[config.mk]
export PLATFORM = sky130hd
export DESIGN_NAME = pipeline_step_ctrl
export DESIGN_NICKNAME = d
export VERILOG_FILES = /design/src/rtl/pipeline_step_ctrl.sv
export SDC_FILE = /design/constraint.sdc
export NUM_CORES = 1
export LEC_CHECK = 0
export BUFFER_PORTS_ARGS = -buffer_cell sky130_fd_sc_hd__buf_2
export CAP_MARGIN = 20
export CORE_MARGIN = 5
export CORE_UTILIZATION = 30
export DETAILED_ROUTE_END_ITERATION = 12
export GPL_TIMING_DRIVEN = 0
export PLACE_DENSITY = 0.68
export SYNTH_ARGS = -nofsm -noshare
export SYNTH_HDL_FRONTEND = slang
export SYNTH_SLANG_ARGS = --single-unit
[constraint.sdc]
create_clock -name i_clk -period 1.9 [get_ports i_clk]
set_clock_uncertainty 0.1 [all_clocks]
set_input_delay 0 -clock i_clk [delete_from_list [all_inputs] [get_ports i_clk]]
set_output_delay 0 -clock i_clk [all_outputs]
set_load 0.01 [all_outputs]
[src/rtl/pipeline_step_ctrl.sv]
// Run/step/halt controller producing the global pipeline step enable; optional cycle counter under PIPELINE_STEP_CYCLE_COUNTER_EN.
// Latency: commands take effect on the next i_clk edge; o_step is a pure decode of the registered state.
// Backpressure: none; commands not accepted in the current state are discarded, never queued.
module pipeline_step_ctrl (
  input  logic        i_clk,
  input  logic        i_reset_n,
  input  logic        i_run_cmd,
  input  logic        i_step_cmd,
  input  logic [7:0]  i_step_count,
  input  logic        i_stop_cmd,
  input  logic        i_clear_cmd,
  input  logic        i_halt_wb,
  output logic        o_step,
  output logic [1:0]  o_state,
  output logic        o_halted,
  output logic        o_step_done,
  output logic [31:0] o_cycle_count
);

  typedef enum logic [1:0] {
    ST_IDLE   = 2'b00,
    ST_RUN    = 2'b01,
    ST_STEP   = 2'b10,
    ST_HALTED = 2'b11
  } state_t;

  state_t     state;
  logic [7:0] burst_cnt;

  // Enable is a decode of the state register only, so reset drops it immediately
  assign o_step  = (state == ST_RUN) || (state == ST_STEP);
  assign o_state = state;

  // Control FSM with registered halted / step-done outputs
  always_ff @(posedge i_clk or negedge i_reset_n) begin
    if (!i_reset_n) begin
      state       <= ST_IDLE;
      burst_cnt   <= 8'd0;
      o_halted    <= 1'b0;
      o_step_done <= 1'b0;
    end else begin
      o_step_done <= 1'b0;
      case (state)
        ST_IDLE: begin
          if (i_run_cmd) begin
            state <= ST_RUN;
          end else if (i_step_cmd) begin
            state     <= ST_STEP;
            burst_cnt <= (i_step_count == 8'd0) ? 8'd1 : i_step_count;
          end
        end
        ST_RUN: begin
          // Halt from writeback outranks a concurrent stop request
          if (i_halt_wb) begin
            state    <= ST_HALTED;
            o_halted <= 1'b1;
          end else if (i_stop_cmd) begin
            state <= ST_IDLE;
          end
        end
        ST_STEP: begin
          burst_cnt <= burst_cnt - 8'd1;
          if (i_halt_wb) begin
            state    <= ST_HALTED;
            o_halted <= 1'b1;
          end else if (burst_cnt == 8'd1) begin
            state       <= ST_IDLE;
            o_step_done <= 1'b1;
          end else if (i_stop_cmd) begin
            state <= ST_IDLE;
          end
        end
        ST_HALTED: begin
          if (i_clear_cmd) begin
            state    <= ST_IDLE;
            o_halted <= 1'b0;
          end
        end
        default: begin
          state <= ST_IDLE;
        end
      endcase
    end
  end

`ifdef PIPELINE_STEP_CYCLE_COUNTER_EN
  logic [31:0] cycle_cnt_q;

  // Count enabled cycles; clear wins over increment and the count saturates
  always_ff @(posedge i_clk or negedge i_reset_n) begin
    if (!i_reset_n) begin
      cycle_cnt_q <= 32'd0;
    end else if (i_clear_cmd) begin
      cycle_cnt_q <= 32'd0;
    end else if (o_step && (cycle_cnt_q != 32'hFFFF_FFFF)) begin
      cycle_cnt_q <= cycle_cnt_q + 32'd1;
    end
  end

  assign o_cycle_count = cycle_cnt_q;
`else
  assign o_cycle_count = 32'd0;
`endif

endmodule

**After elaboration in Yosys (flattened, before gate mapping)**

Cells that the tools add are included.

- Output and inout bits: 37
- Flip-flop bits (word level): 12

- Add/sub/neg operators: 1
- Equality and inequality tests: 9
- Reduce and logical (&&, ||, !) cells: 9
- Multiplexer cells: 18

Operators by type and width:

| kind | number |
|---|---|
| 8-bit two-way mux | 3 |
| 8-bit one-hot mux with 2 select lines | 1 |
| 2-bit two-way mux | 7 |
| 8-bit by 1-bit equality test with 1-bit output (second input constant) | 1 |
| 8-bit zero test | 1 |
| 2-bit one-hot mux with 4 select lines | 1 |
| 8-bit by 1-bit subtractor with 8-bit output (second input constant) | 1 |
| 2-bit inequality test (second input constant) | 3 |
| 3-bit AND reduction | 2 |
| 1-bit two-way mux | 5 |
| 2-bit equality test (second input constant) | 2 |
| 2-bit nonzero test | 2 |
| 3-bit inequality test (second input constant) | 1 |
| 2-bit by 1-bit equality test with 1-bit output (second input constant) | 1 |
| 2-bit zero test | 1 |
| 2-bit by 1-bit inequality test with 1-bit output (second input constant) | 1 |
| 1-bit one-hot mux with 2 select lines | 1 |
| 2-bit AND reduction | 1 |
| 2-bit OR reduction | 1 |
| 1-bit logical OR | 1 |

**Depth between registers and ports, before layout**

- Word-level depth: 5
- Mapped depth: 7

**Worst setup path after synthesis**

OpenSTA, ideal clock, no wires.

- Path kind: reg2reg
- Start: reg state[0], in the netlist o_state[0]
- End: reg burst_cnt[7]
- Clock period less this slack: 1.879 ns
- Data required time: 1.674 ns
- Arrival time: 1.653 ns
- Path slack: 0.021 ns
- Path buffers: 1
- Cell stages (with the launch flop): 8
- Library setup time: 0.126 ns
- Cell sequence: dfrtp_1 inv_1 ha_1 buf_2 nand3b_1 a21boi_2 nor2_1 o2bb2a_1

- Longest elaborated chain between the ends: 3

Ends and longest elaborated chain:

| what | RTL line | RTL |
|---|---|---|
| start: declaration | 27 | `state_t state;` |
| start signal: assignment | 37 | `state <= ST_IDLE;` |
| start signal: assignment | 46 | `state <= ST_RUN;` |
| start signal: assignment | 48 | `state <= ST_STEP;` |
| 2-bit equality test or 2-bit zero test (tied branches) | 43 | `case (state)` |
| 2-bit nonzero test (no source line) or 2-bit inequality test (tied branches) | - |  |
| 3-bit AND reduction (no source line) | - |  |
| end signal: assignment | 49 | `burst_cnt <= (i_step_count == 8'd0) ? 8'd1 : i_step_count;` |
| end signal: assignment | 62 | `burst_cnt <= burst_cnt - 8'd1;` |
| end: declaration | 28 | `logic [7:0] burst_cnt;` |

Several ways; a longest one is shown, not always the timed one.
A chain may end at the register's enable or synchronous reset.

**Worst setup path in the final report**

Same ends and word-level chain as after synthesis.

==> results.yml <==
clock_tree:
  cts_inserted_buffers: 3
  clk_pin_slew_ps: 60
  cts_tree: "done"
  htreeDepth: 1
  insertion_delay_ps: 240
  cts-root-buf: "clkbuf_8"
  cts_max_path_buffers: 2
  cts_sinks: 12
final_layout:
  areaGrowthSynthToFinish_pct: 38.47
  fill_cells: 375
  num_antenna_cells: 0
  layout.nets: 223
  fin_area_sq_um: 1563
  drive_gt1_share_pct: 37.31
floorplan:
  io_pins: 52
  core_area_sq_um: 3661
  die_area_sq_um: 5089
  die_height_um: 71.34
  start_util_pct: 30.83
  die_x_um: 71.34
  rows: 22
min_path:
  hold_depth: 4
  hp-class: "input pin to flop"
synthesis:
  synth_most_common_cell: "buf_4"
  syn_avg_cell_area_sq_um: 8.238
  ys_top_cells_by_area: "dfrtp_1 (27%), buf_4 (21%), ha_1 (6.7%)"
  yosys_warnings: 0
  synth_edf_count: 0
  yosysTopAreaCell: "dfrtp_1"
  yosys_register_bits: 12
  synthFlopType: "dfrtp_1"
  synth.distinct_cells: 38
  yosysTopAreaCellShare_pct: 26.61
  syn_inst: 137
  synthTopCellsByCount: "buf_4 (32), a21oi_1 (13), dfrtp_1 (12)"
  synthesis.area_sq_um: 1129
  async_flop_share_pct: 100.0
  ys_seq_area_share_pct: 26.61
timing:
  max_freq_mhz: 548.8
  fin_crit_ps: 1822
  period_share_pct: 95.90
  max_slew_margin_pct: 60.63
  hold_viol_final: 0
  tightest_slew_ps: 585.6
  maxSlewViolCount: 0
  setup_viol: 0
  hold_ws_ps: 27.85
critical_path:
  startpoint_type: "flop"
  crit_start: "o_state[0]"
  r2r_start: "o_state[0]"
  rrSetupSlack_ps: 80
  max_stage_delay_ps: 410
  arrival_ps: 1840
  cp_data_required_time_ps: 1920
  crit_type: "flop to flop"
  r2r-end: "burst_cnt[7]"
  path_max_fanout: 8
  crit_slowest_cell: "dfrtp_2"
  reg2regPathDepth: 7
  worst_setup_path_end_kind: "flop"
  path_cells: "inv_2 -> ha_1 -> clkbuf_4 -> nand3b_1 -> a21boi_4 -> nor2_1 -> o2bb2a_1"
  crit_path_end: "burst_cnt[7]"
global_routing:
  grt_usage_pct: 9.565
  grt_pass1_wl_um: 4029
  grt_pass1_vias: 936
  antenna_found_initial: 0
  grt_max_degree: 13
  grt-ovfl-total: 0
routing:
  antenna_left: 0
  top_layer: "met4"
  dr_wl_met3_um: 165
  m1WireLength_um: 1133
  drc: 0
  wire_per_inst_um: 10.12
  routed-wl-met2_um: 1195
  drtIter0Drc: 28
  viasPerCell: 4.165
  via_count: 1037
  firstDrtPassIters: 4
  wl_um: 2519
status:
  status: "finished clean"
place:
  dp_hpwl_um: 2018
  placed_area_sq_um: 1400
  routabilityCongestion: 0.8724
  port-buffer-count: 19
run:
  maxCapViolCount: 0
pwr:
  power_density_nw_per_um2: 1171
  power.leakage_nw: 0.8208
  ir_drop_uv: 592.4
## routing by layer
metal,up-vias,global-route usage (%)
met5,-,0
met3,2,2.244
met2,33,15.10
met4,0,2.505
li1,540,-
met1,462,13.06
## final cells by class
type,count,area [sq um],area share (%)
Buffer,34,252.7,16.17
Clock buffer,4,55.05,3.523
Inverter,10,37.54,2.402
Multi-Input combinational cell,111,663.1,42.43
Sequential cell,12,301.5,19.30
Tap cell,48,60.06,3.843
Timing Repair Buffer,30,192.7,12.33
## registers in the layout, summed over array words and instances, names as in the netlist
signal       cells
o_state          2
burst_cnt        8
o_step_done      1
o_halted         1
## critical path: cells and delay by family (launching register included)
kind / cells / cell delay, ps
AO/OA/AOI/OAI: 2 / 530
flip-flops: 1 / 410
AND/OR/NAND/NOR: 2 / 230
buffers and inverters: 2 / 240
adder cells (fa/ha/maj): 1 / 190
## placed cells by master (no fill, tap or decap), types with 2 or more instances in the layout
cell / Yosys / layout
a31oi_1: 3 / 3
nand2b_1: 2 / 2
buf_4: 32 / 37
nor2b_1: 3 / 3
buf_2: 2 / 20
o21ai_1: 8 / 9
a21oi_1: 13 / 13
clkbuf_8: 0 / 4
dfrtp_1: 12 / 11
conb_1: 1 / 32
ha_1: 6 / 5
nor2_1: 9 / 9
inv_2: 2 / 4
o21ai_0: 7 / 6
nor3_1: 3 / 3
inv_1: 8 / 6
nand2_1: 4 / 4
dlygate4sd3_1: 0 / 6
## power by group
| group | internal (W) | switching [W] |
|---|---|---|
| registers | 0.000375 | 0.000136 |
| logic | 0.000473 | 0.000566 |
| clock network | 0.000183 | 0.0000964 |
## metrics by stage
stage	instances	setup slack, ps	TNS [ps]	util [%]	power, W
floorplan	168	20.79	0	-	0.001204
global placement	235	-169.0	-288.9	38.24	0.001423
detailed placement	235	-197.8	-389.6	38.24	0.001438
CTS	247	46.00	0	42.11	0.001780
global route	249	-2.061	-2.061	42.69	0.002015
finish	249	77.88	0	42.69	0.001830
## what timing repair did
item / CTS / global route
hold buffers: 6 / 0
gates cloned: 0 / 0
resized for setup: 1 / 6
endpoints found under the setup margin: 5 / 7
pin swaps: 1 / 1
setup buffers: 3 / 2
hold endpoints to repair: 17 / 0
## logic make-up (layout without fill, tap and decap cells)
logic type / after synthesis / count (layout) / share of synthesized area, %
compound gates: 39 / 39 / 21.18
mux: 1 / 1 / 0.8870
simple gates: 33 / 33 / 18.52
flops: 12 / 12 / 26.61
fa+ha+maj: 6 / 6 / 6.652
buf+inv: 45 / 78 / 25.83
other cells: 1 / 32 / 0.3323
## how the worst min path moves through the flow
stage                    start      endpoint  slack (ps)
finish              i_step_cmd    o_state[0]          30
detailed placement   i_reset_n      o_halted        -200
global route         i_halt_wb   o_step_done          50
CTS                 i_step_cmd    o_state[0]          30
global placement     i_reset_n      o_halted        -200
floorplan            i_reset_n  burst_cnt[0]        -400
Power figures use the tool's default switching activity.
